===== src/rtl/interlock_pkg.sv =====
// Shared types and helpers for the break-before-make output interlock.
package interlock_pkg;

  localparam int unsigned RESTART_W = 8;

  typedef enum logic [2:0] {
    StIdle,
    StBreak,
    StSettle,
    StMake,
    StEstop
  } state_e;

  // Number of unordered phase pairs for n phases.
  function automatic int unsigned n_pair(input int unsigned n);
    return n * (n - 1) / 2;
  endfunction

  // 1-based pair index for phases i<j: (1,2)=1, (1,3)=2, (2,3)=3, (1,4)=4, ...
  function automatic int unsigned pair_idx(input int unsigned i, input int unsigned j);
    return (j - 1) * (j - 2) / 2 + i;
  endfunction

endpackage


===== src/rtl/interlock_pair_mask.sv =====
// Masks pair switches whose two endpoint phases are both requested.
module interlock_pair_mask
  import interlock_pkg::*;
#(
  parameter int unsigned N_PHASE = 8,
  localparam int unsigned N_PAIR = n_pair(N_PHASE)
) (
  input  logic [1:N_PHASE] outP,
  input  logic [1:N_PAIR]  out,
  output logic [1:N_PAIR]  out_masked,
  output logic             conflict_any
);

  // Walk every pair (i,j), drop it if both endpoints are live and flag the drop.
  always_comb begin
    out_masked   = '0;
    conflict_any = 1'b0;
    for (int unsigned j = 2; j <= N_PHASE; j++) begin
      for (int unsigned i = 1; i < j; i++) begin
        out_masked[pair_idx(i, j)] = out[pair_idx(i, j)] & ~(outP[i] & outP[j]);
        conflict_any = conflict_any | (out[pair_idx(i, j)] & outP[i] & outP[j]);
      end
    end
  end

endmodule


===== src/rtl/interlock_out_ctrl.sv =====
// Break / settle / make interlock between the command decoder and the output drivers.
module interlock_out_ctrl
  import interlock_pkg::*;
#(
  parameter int unsigned N_PHASE       = 8,
  parameter int unsigned SETTLE_CYCLES = 500000,
  localparam int unsigned N_PAIR = n_pair(N_PHASE),
  localparam int unsigned CNT_W  = $clog2(SETTLE_CYCLES + 1)
) (
  input  logic                 pclk_50M,
  input  logic                 rst,
  input  logic [1:N_PHASE]     outP,
  input  logic [1:N_PAIR]      out,
  input  logic                 estop,
  input  logic                 clr,
  output logic [1:N_PHASE]     eoutP,
  output logic [1:N_PAIR]      eout,
  output logic                 busy,
  output logic                 conflict,
  output logic [RESTART_W-1:0] restart_cnt
);

  localparam logic [CNT_W-1:0] CntLast = CNT_W'(SETTLE_CYCLES - 1);

  state_e                 state_q, state_d;
  logic [1:N_PHASE]       outP_q;
  logic [1:N_PAIR]        out_q;
  logic [1:N_PHASE]       eoutP_q, eoutP_d;
  logic [1:N_PAIR]        eout_q, eout_d;
  logic [CNT_W-1:0]       cnt_q, cnt_d;
  logic                   conflict_q, conflict_d;
  logic [RESTART_W-1:0]   restart_q, restart_d;
  logic                   conflict_set, restart_inc;
  logic [1:N_PAIR]        out_masked;
  logic                   conflict_any;
  logic                   chg;

  interlock_pair_mask #(
    .N_PHASE (N_PHASE)
  ) u_pair_mask (
    .outP         (outP),
    .out          (out),
    .out_masked   (out_masked),
    .conflict_any (conflict_any)
  );

  assign chg = (outP != outP_q) | (out != out_q);

  // State register.
  always_ff @(posedge pclk_50M) begin
    if (rst) state_q <= StIdle;
    else     state_q <= state_d;
  end

  // Next-state logic; estop overrides every state.
  always_comb begin
    state_d = state_q;
    if (estop) begin
      state_d = StEstop;
    end else begin
      unique case (state_q)
        StIdle:   if (chg) state_d = StBreak;
        StBreak:  state_d = StSettle;
        StSettle: begin
          if (chg)                  state_d = StBreak;
          else if (cnt_q == CntLast) state_d = StMake;
        end
        StMake:   state_d = StIdle;
        StEstop:  state_d = StBreak;
        default:  state_d = StIdle;
      endcase
    end
  end

  // Output/datapath next values: phases only fall in break/estop and only rise in make.
  always_comb begin
    eoutP_d      = eoutP_q;
    eout_d       = eout_q;
    cnt_d        = cnt_q;
    conflict_set = 1'b0;
    restart_inc  = 1'b0;
    if (estop || state_q == StEstop) begin
      eoutP_d = '0;
      eout_d  = '0;
      cnt_d   = '0;
    end else begin
      unique case (state_q)
        StBreak: begin
          eoutP_d      = eoutP_q & outP;
          eout_d       = (outP == '0) ? '0 : out_masked;
          cnt_d        = '0;
          conflict_set = conflict_any;
        end
        StSettle: begin
          if (chg)                   restart_inc = 1'b1;
          else if (cnt_q != CntLast) cnt_d = cnt_q + CNT_W'(1);
        end
        StMake:  eoutP_d = eoutP_q | outP;
        default: ;
      endcase
    end
    // Same-cycle set/increment takes precedence over clr.
    if (conflict_set) conflict_d = 1'b1;
    else if (clr)     conflict_d = 1'b0;
    else              conflict_d = conflict_q;
    if (restart_inc)  restart_d = (restart_q == '1) ? restart_q : restart_q + RESTART_W'(1);
    else if (clr)     restart_d = '0;
    else              restart_d = restart_q;
  end

  // Datapath registers and input copies for change detection.
  always_ff @(posedge pclk_50M) begin
    if (rst) begin
      outP_q     <= '0;
      out_q      <= '0;
      eoutP_q    <= '0;
      eout_q     <= '0;
      cnt_q      <= '0;
      conflict_q <= 1'b0;
      restart_q  <= '0;
    end else begin
      outP_q     <= outP;
      out_q      <= out;
      eoutP_q    <= eoutP_d;
      eout_q     <= eout_d;
      cnt_q      <= cnt_d;
      conflict_q <= conflict_d;
      restart_q  <= restart_d;
    end
  end

  assign eoutP       = eoutP_q;
  assign eout        = eout_q;
  assign busy        = (state_q != StIdle);
  assign conflict    = conflict_q;
  assign restart_cnt = restart_q;

endmodule


===== config.mk =====
export PLATFORM = sky130hd
export DESIGN_NAME = interlock_out_ctrl
export DESIGN_NICKNAME = d
export VERILOG_FILES = /design/src/rtl/interlock_pkg.sv /design/src/rtl/interlock_pair_mask.sv /design/src/rtl/interlock_out_ctrl.sv
export SDC_FILE = /design/constraint.sdc
export NUM_CORES = 1
export LEC_CHECK = 0
export CAP_MARGIN = 20
export CORE_ASPECT_RATIO = 1.25
export CORE_MARGIN = 1.5
export CORE_UTILIZATION = 48
export DETAILED_ROUTE_END_ITERATION = 12
export PLACE_DENSITY = 0.77
export REMOVE_ABC_BUFFERS = 1
export SLEW_MARGIN = 25
export SYNTH_ARGS = -nofsm -noshare
export SYNTH_HDL_FRONTEND = slang
export SYNTH_SLANG_ARGS = --single-unit
export TNS_END_PERCENT = 100

===== constraint.sdc =====
create_clock -name pclk_50M -period 2.2 [get_ports pclk_50M]
set_input_delay 0.33 -clock pclk_50M [delete_from_list [all_inputs] [get_ports pclk_50M]]
set_output_delay 0.33 -clock pclk_50M [all_outputs]
set_load 0.02 [all_outputs]

# ---- After elaboration in Yosys (flattened, before gate mapping)
# Index checks and enable logic that the tools add are counted.
dict set report totals {
  reg_bits 103
  latch_bits 0
  mem_bits_rw 0
  rom_bits 0
  inputBits 40
  out_inout_bits 46
  mem_count 0
}
dict set report classes {
  addsub 2
  n_mul 0
  div 0
  order_cmp 0
  n_eq_ne 16
  n_shift 0
  n_mux 20
  n_bitwise 170
  n_reduce_logical 14
}
# op count
set ops {}
lappend ops {{bitwise AND 1 bit} 112}
lappend ops {{two-way mux 19 bit} 2}
lappend ops {{one-hot mux 19 bit (2 select lines)} 1}
lappend ops {{two-way mux 28 bit} 1}
lappend ops {{!= test 28 bit} 1}
lappend ops {{NOT 1 bit} 28}
lappend ops {{OR 1 bit} 28}
lappend ops {{two-way mux 8 bit} 3}
lappend ops {{adder 19 x 1 -> 19 bit, second input constant} 1}
lappend ops {{equality test 19 bit, second input constant} 1}
lappend ops {{!= test 19 bit, second input constant} 1}
lappend ops {{one-hot mux 8 bit (2 select lines)} 1}
lappend ops {{two-way mux 3 bit} 4}
lappend ops {{one-hot mux 3 bit (4 select lines)} 1}
lappend ops {{adder 8 x 1 -> 8 bit, second input constant} 1}
lappend ops {{bitwise AND 8 bit} 1}
lappend ops {{equality test 8 bit, second input constant} 1}
lappend ops {{logical NOT 8 bit} 1}
lappend ops {{!= test 2 bit, second input constant} 4}
lappend ops {{!= test 8 bit} 1}
lappend ops {{OR 8 bit} 1}
lappend ops {{nonzero test 2 bit} 4}
lappend ops {{two-way mux 1 bit} 7}
lappend ops {{equality test 3 x 2 -> 1 bit, second input constant} 2}
lappend ops {{10 further kinds} 14}

# ---- Logic depth before layout (Yosys ltp)
# Gate-level depths: netlist (run 1).
dict set report depth {
  ltp_word 32
  depth_mapped 9
  mapped_depth_nobuf 7
}

# ---- Modules after synthesis
# From an unflattened synthesis (run 1), not the netlist that was laid out.
dict set report hier_totals {
  hier_cells 485
  area_unflattened_um2 4688.2
}
# mod n_inst cells_per_inst area_per_inst_um2 seq_area_each_um2
set modules_own_cells {}
lappend modules_own_cells {interlock_out_ctrl 1 423 4212.8 2062.0}
lappend modules_own_cells {interlock_pair_mask 1 62 475.5 0.0}

# ---- Worst setup path before layout (run 1)
# No wires, ideal clock.
dict set report synth_path {
  path_kind {input-to-reg}
  startpoint {in outP[2] (netlist name)}
  endpoint {reg cnt_q[13]}
  setup_time_ns 0.121
  arrival_time_ns 2.251
  required_time_ns 2.079
  slack_ns -0.171
  stages 8
  path_buffers 2
  cell_sequence {clkbuf_1 xor2_1 nor4_1 nand3_1 or4_4 buf_6 a211oi_1 mux2_2}
}
dict set report synth_via {
  elab_chain_cells 4
}
# item line_no
set synth_lines {}
lappend synth_lines {{start, declared} interlock_out_ctrl.sv:12} ;# input logic [1:N_PHASE] outP,
lappend synth_lines {{!= test 8 bit} interlock_out_ctrl.sv:47} ;# assign chg = (outP != outP_q) | (out != out_q);
lappend synth_lines {{OR 1 bit} interlock_out_ctrl.sv:47}
lappend synth_lines {{!= test 2 bit (no source line)} n/a}
lappend synth_lines {{AND reduction 3 bit (no source line)} n/a}
lappend synth_lines {{end signal, assigned} interlock_out_ctrl.sv:126} ;# cnt_q <= cnt_d;
lappend synth_lines {{end, declared} interlock_out_ctrl.sv:30} ;# logic [CNT_W-1:0] cnt_q, cnt_d;
# Every way passes these cells.
# A chain may end at the register's enable or synchronous reset.

# ---- Final worst setup path (run 1)
dict set report layout_path {
  startpoint {reg out_q[26] (netlist name)}
  endpoint {reg cnt_q[13]}
}
dict set report layout_via {
  elab_chain_cells 4
}
# item line_no
set layout_lines {}
lappend layout_lines {{start, declared} interlock_out_ctrl.sv:27} ;# logic [1:N_PAIR] out_q;
lappend layout_lines {{start signal, assigned} interlock_out_ctrl.sv:123} ;# out_q <= out;
lappend layout_lines {{!= test 28 bit} interlock_out_ctrl.sv:47}
lappend layout_lines {{OR 1 bit} interlock_out_ctrl.sv:47}
lappend layout_lines {{!= test 2 bit (no source line)} n/a}
lappend layout_lines {{AND reduction 3 bit (no source line)} n/a}
# Every way passes these cells.

==> results of run 1 <==
## what timing repair did
action | 4_1_cts | 5_1_grt
setup endpoints to repair | 22 | 27
hold buffers | 0 | 0
gates cloned | 1 | 2
hold endpoints to repair | 0 | 0
buffers inserted | 5 | 4
gates resized for setup | 47 | 23
pin swaps | 27 | 16
## placed cells by master, fill, tap and decap left out, types with 3 or more instances in the layout
cell | Yosys | routed
mux2i_1 | 9 | 9
or3_1 | 14 | 14
and3_1 | 6 | 6
a32oi_1 | 4 | 4
xor2_1 | 35 | 33
nor4_1 | 16 | 12
clkinv_2 | 0 | 3
nand4_1 | 10 | 10
a2111o_1 | 7 | 7
nor4_2 | 0 | 4
nor2b_1 | 41 | 41
nand3_1 | 12 | 12
a22o_1 | 4 | 4
a222oi_1 | 5 | 5
dfxtp_1 | 103 | 102
o21ai_0 | 12 | 10
nor2_1 | 11 | 10
a21o_1 | 14 | 14
clkbuf_16 | 0 | 9
nand2_1 | 67 | 67
and2_1 | 3 | 3
nand2b_1 | 4 | 3
a32o_1 | 24 | 24
a21oi_1 | 26 | 23
buf_6 | 3 | 9
o2111ai_1 | 5 | 3
a21oi_2 | 0 | 3
buf_4 | 0 | 80
inv_1 | 7 | 7
dlygate4sd2_1 | 0 | 26
nor3b_1 | 4 | 3
buf_12 | 0 | 3
a22oi_1 | 6 | 6
nand3b_1 | 6 | 6
clkdlybuf4s50_1 | 0 | 57
## flip-flops by register name (all words and copies together) (netlist names)
name         cells
eout            28
out_q           28
conflict         1
state_q          3
cnt_q           19
outP_q           8
eoutP            8
restart_cnt      8
## where the power goes
part	leakage (nW)	total [mW]	switching [mW]	internal, mW
clock network	0.150	1.62	0.734	0.887
logic	1.70	0.523	0.290	0.233
registers	0.841	1.93	0.0227	1.91
total	2.69	4.08	1.05	3.03
## final cells by class
type | count | area, sq um
Fill cell | 760 | 2854
Tap cell | 126 | 157.7
Timing Repair Buffer | 177 | 1578
Clock buffer | 9 | 225.2
Inverter | 7 | 26.28
Sequential cell | 103 | 2063
Multi-Input combinational cell | 382 | 2734
Clock inverter | 7 | 71.32
## worst max path at each step
stage / cells after the start / slack [ns] / start / to
floorplan: 5 / -1.01 / state_q[1] / eout[10]
detailed placement: 7 / -0.69 / out[19] / cnt_q[13]
global placement: 7 / -0.61 / outP[2] / cnt_q[13]
global route: 7 / -0.24 / out_q[26] / cnt_q[13]
finish: 7 / -0.16 / out_q[26] / cnt_q[13]
CTS: 7 / -0.17 / out_q[26] / cnt_q[13]
## logic make-up after synthesis
logic type / Yosys count / share of synthesized area
and+or+nand+nor: 208 / 0.2330
xor gates and xnor gates: 37 / 0.06720
muxes: 10 / 0.02102
AOI/OAI and AO/OA: 124 / 0.2037
adders and majority gates: 2 / 0.005189
DFF: 103 / 0.4276
buffers and inverters: 47 / 0.04229
## per-layer routing
layer,track usage,up-vias,routed length [microns]
li1,-,2249,-
met1,0.3287,2399,6115
met2,0.4814,182,7725
met3,0.03241,47,684
met5,0,-,0
met4,0.1505,0,576
## per-stage QoR
stage                     setup slack [ns]  TNS, ns  instances  cell area (sq um)  hold slack, ns
final                              -0.1596   -2.928        811               6855          0.3599
after global routing               -0.2378   -5.131        811               6855          0.3596
after CTS                          -0.1701   -2.061        806               6720          0.3385
after detailed placement           -0.6867   -14.13        784               6314          0.4573
after global placement             -0.6145   -12.68        784               6314          0.4544
after floorplan                     -1.006   -30.33        491               4644          0.3991
==> results.json, run 1 <==
{
  "status": "complete, but fails checks",
  "violations": "setup timing",
  "rr_startpoint": "out_q[26]",
  "clkLatencyLatePin_ns": 0.35,
  "synth_top_cells_by_area": "dfxtp_1, xor2_1, nor2b_1, nand2_1, a32o_1",
  "antenna_found_initial": 0,
  "syn2layout_area_growth_pct": 42.16,
  "synth_seq_cells": 103,
  "grt_setup_unrepaired": "true",
  "critPathKind": "flip-flop to flip-flop",
  "start_kind": "flip-flop",
  "htree_levels": 3,
  "postRouteAntennaNets": 0,
  "rr_worst_depth": 7,
  "synth_top_flop_cell": "dfxtp_1",
  "yosysSeqAreaShare": 0.4276,
  "numClockSinks": 103,
  "hold_depth": 2,
  "totalWireLength_mm": 15.10,
  "yosysWarnings": 0,
  "critPathRequiredTime_ns": 2.43,
  "p_per_area_nw_per_um2": 594.6,
  "post-route-min-period_ns": 2.360,
  "p_total_mw": 4.076,
  "dpl.hpwl_mm": 10.09,
  "critPathArrivalTime_ns": 2.59,
  "coreArea_sq_um": 9709,
  "crit_chain": "xor2_1 -> nor4_1 -> buf_4 -> nand4b_1 -> or4_4 -> a211oi_2 -> mux2_4",
  "synth_top_area_frac": 0.4276,
  "vias_per_cell": 6.014,
  "setup_viol_count_final": 27,
  "ys_types": 51,
  "p_leak_nw": 2.689,
  "fmax_mhz": 423.8,
  "cts_root_buffer": "clkbuf_16",
  "r2r-end": "cnt_q[13]",
  "drv_slew": 0,
  "vias": 4877,
  "first_global_vias": 4768,
  "gr-usage-all-layers": 0.2753,
  "synth_top_area_cell": "dfxtp_1",
  "postSynthAreaPerCell_sq_um": 9.081,
  "maxCapViolations": 0,
  "drcViolationCount": 0,
  "critPathTopFamily": "simple AND/OR/NAND/NOR gates",
  "synth_edf_count": 0,
  "place_congestion": 0.9161,
  "cp_slowest_stage_delay_ns": 0.64,
  "hold_viol": 0,
  "cts_buffer_depth": 2,
  "rrSetupSlack_ns": -0.16,
  "syn_area_sq_um": 4822,
  "portBuffers": 85,
  "tightest_slew_ns": 0.5347,
  "grt_max_degree": 34,
  "fin_skew_ns": 0.007321,
  "cp_num_buf_inv": 1,
  "endpoint_kind": "flip-flop",
  "hold_path.class": "input pin to flip-flop",
  "drtPass1Iterations": 7,
  "async_reset_ff_frac": 0,
  "yosysMostFrequentCell": "dfxtp_1",
  "ir_drop_v": 0.0004721,
  "path_clk_slew_ns": 0.07,
  "utilization": 0.7061,
  "layout_setup_ws_ns": -0.1596,
  "ios": 86,
  "max_slew_margin": 0.6428,
  "cp_max_fo": 7,
  "syn_inst": 531,
  "nets": 722,
  "ys_top_cells_by_count": "dfxtp_1, nand2_1, nor2b_1",
  "drive_gt1_frac": 0.2044,
  "rows": 40,
  "fp.dieW_microns": 92.65,
  "grt-ovfl-total": 0,
  "drtIter0Drc": 377,
  "die-area_sq_um": 10660,
  "worstHoldStart": "rst",
  "start_util": 0.4966,
  "cts_tree": "done",
  "cts_buffers": 9,
  "fin_crit_sh": 1.073,
  "avgRoutedWirePerCell_microns": 18.62,
  "grt_first_pass_wirelength_mm": 23.09,
  "crit_slowest_cell": "or4_4",
  "n_antenna_cell": 0,
  "die_h_microns": 115.1,
  "hold-path-endpoint": "out_q[21]"
}
No activity file was read; power rests on OpenSTA's default activity.
==> inputs of run 2 (changes only) <==
ABC_AREA = 1   (was default)
PLACE_DENSITY = 0.76   (was 0.77)
TNS_END_PERCENT = default   (was 100)
==> run 2 against run 1 <==
Effect of this change:
- the flow now finishes without violations
- count of clock-buffer cells in the layout is 1 higher
- via count is 10% higher
- hold slack gained 0.13 ns
- synthesized cell count up 33%
- design area decreased by 0.99%
- first-iteration DRC count grew 0.80%
- clock skew shrank 0.0018 ns
- final cell count up 21%
- clock power increased by 9%
- flip-flop and latch count did not move
- sequential power about the same
- sequential share of layout area grew 0.28 points
- critical path type is now input pin to flip-flop
- largest cell class unchanged
- largest power group unchanged
==> results.json, run 2 <==
{
  "post-route-min-period_ns": 2.069,
  "yosysMostFrequentCell": "dfxtp_1",
  "synth_compound_gate_area_share": 0.1297,
  "hold_path.class": "flip-flop to flip-flop",
  "crit_chain": "clkdlybuf4s50_1 -> xnor2_1 -> nand4_1 -> nor2_1 -> nand3_2 -> nand2_1 -> nand2_1 -> nand2_1 -> nand2_1 -> a21oi_1",
  "grt_setup_unrepaired": "false",
  "path_clk_slew_ns": 0.07,
  "vias_per_cell": 5.484,
  "muxShareOfSynthArea": 0,
  "n_antenna_cell": 0,
  "die-area_sq_um": 11040,
  "syn_inst": 708,
  "drcViolationCount": 0,
  "critPathKind": "input pin to flip-flop",
  "synth_xor_area_frac": 0.07184,
  "ys_types": 32,
  "synthAdderAreaFrac": 0.005006,
  "syn_area_sq_um": 4999,
  "critPathRequiredTime_ns": 2.47,
  "portBuffers": 85,
  "antenna_found_initial": 0,
  "synth_edf_count": 0,
  "top_usage_layer": "met2",
  "rr_worst_depth": 9,
  "use_met1": 0.3262,
  "timing.setup.tns_ns": 0,
  "final_common_cell": "dfxtp_1",
  "p_total_mw": 4.250,
  "postSynthAreaPerCell_sq_um": 7.060,
  "synth_top_area_cell": "dfxtp_1",
  "cts_buffer_depth": 2,
  "status": "finished clean",
  "rows": 41,
  "drv_slew": 0,
  "synth_top_area_frac": 0.4125,
  "crit_start": "out[13]",
  "critPathArrivalTime_ns": 2.34,
  "drtIter0Drc": 380,
  "first_global_vias": 5175,
  "fmax_mhz": 483.4,
  "fp.dieW_microns": 94.28,
  "yosysSeqAreaShare": 0.4125,
  "p_per_area_nw_per_um2": 626.1,
  "postRouteAntennaNets": 0,
  "drive_gt1_frac": 0.1237,
  "start_kind": "input pin",
  "drtPass1Iterations": 4,
  "nets": 886,
  "synth_top_flop_cell": "dfxtp_1",
  "clkLatencyLatePin_ns": 0.35,
  "syn2layout_area_growth_pct": 35.79,
  "ios": 86,
  "use_met2": 0.5055,
  "maxCapViolations": 0,
  "yosysWarnings": 0,
  "synth_top_family_by_area": "simple AND/OR/NAND/NOR gates",
  "synthSimpleGateAreaFrac": 0.2941,
  "avgRoutedWirePerCell_microns": 15.50,
  "crit_end": "restart_cnt[3]",
  "grt-ovfl-total": 0,
  "synth_seq_cells": 103,
  "synth_top_cells_by_area": "dfxtp_1, nand3_1, nand2_1, nor2_1, o21ai_0",
  "fin_crit_sh": 0.9403,
  "layout_common_cells": "dfxtp_1, nand2_1, nor2_1",
  "die_h_microns": 117.1,
  "async_reset_ff_frac": 0,
  "place_congestion": 0.9212,
  "dpl.hpwl_mm": 11.22,
  "endpoint_kind": "flip-flop",
  "grt_max_degree": 37,
  "rrSetupSlack_ns": 0.29,
  "cts_hold_buf": 0,
  "coreArea_sq_um": 10110,
  "cp_slowest_stage_delay_ns": 0.51,
  "fin_skew_ns": 0.005549,
  "ys_top_cells_by_count": "dfxtp_1, nand2_1, nor2_1",
  "start_util": 0.4946,
  "totalWireLength_mm": 15.16,
  "r2r-end": "restart_cnt[3]",
  "tightest_slew_ns": 0.4974,
  "rr_startpoint": "out_q[13]",
  "timing.critical_path.mode_cell": "nand2_1",
  "vias": 5363,
  "cts_tree": "done",
  "crit_slowest_cell": "clkdlybuf4s50_1",
  "grt_first_pass_wirelength_mm": 24.32,
  "gr-usage-all-layers": 0.2833,
  "max_slew_margin": 0.6676,
  "cts_root_buffer": "clkbuf_16",
  "hold_viol": 0,
  "grtUsageMet3": 0.04134,
  "htree_levels": 3,
  "ir_drop_v": 0.0003403,
  "p_leak_nw": 2.666,
  "numClockSinks": 103,
  "cts_buffers": 9,
  "cp_max_fo": 8,
  "setup_viol_count_final": 0
}
run 2: timing repair:
item                                    4_1_cts  5_1_grt
gates resized for setup                       0        1
endpoints found under the setup margin        0        7
buffers inserted                              0        0
run 2: final cells by class:
cell class | count | area [sq um]
Clock inverter | 6 | 91.34
Timing Repair Buffer | 158 | 1436
Fill cell | 828 | 3318
Inverter | 76 | 285.3
Sequential cell | 103 | 2062
Tap cell | 129 | 161.4
Multi-Input combinational cell | 496 | 2512
Clock buffer | 10 | 239.0
run 2: stage by stage:
step	cells	util	setup WS [ns]	instance area [sq um]	hold WS, ns
6_report	978	0.6717	0.1313	6788	0.4918
4_1_cts	978	0.6709	0.1497	6780	0.4908
3_5_place_dp	962	0.6382	-0.1432	6450	0.4789
5_1_grt	978	0.6717	0.004907	6788	0.5083
3_3_place_gp	962	0.6382	-0.07818	6450	0.4700
2_1_floorplan	675	-	-0.3478	4850	0.3991
run 2: cell families after synthesis:
family,after synthesis
compound gates,123
xor+xnor,41
fa+ha+maj,2
buf+inv,109
flops,103
simple gates,330
run 2: critical path: cells and delay by family:
| family | cells | cell delay, ns |
|---|---|---|
| AOI/OAI and AO/OA | 1 | 0.14 |
| xor gates and xnor gates | 1 | 0.15 |
| and+or+nand+nor | 7 | 1.22 |
| buffers and inverters | 1 | 0.51 |
run 2: layer usage:
metal,share of wire,vias to the layer above
met5,0,-
met4,0.037,0
met3,0.052,45
met2,0.51,192
met1,0.40,2517
li1,-,2609
run 2: worst min path at each step:
stage                     startpoint              to  depth (start not counted)
after floorplan                  rst  restart_cnt[1]                          1
after global placement      eout[20]        eout[20]                          2
after detailed placement    eout[14]        eout[14]                          2
after CTS                   conflict        conflict                          2
after global routing        conflict        conflict                          2
final                        eout[6]         eout[6]                          2
run 2: where the power goes:
group	internal (mW)	switching [mW]	total (mW)
Clock	1.04	0.725	1.76
Combinational	0.253	0.298	0.551
Sequential	1.91	0.0251	1.94
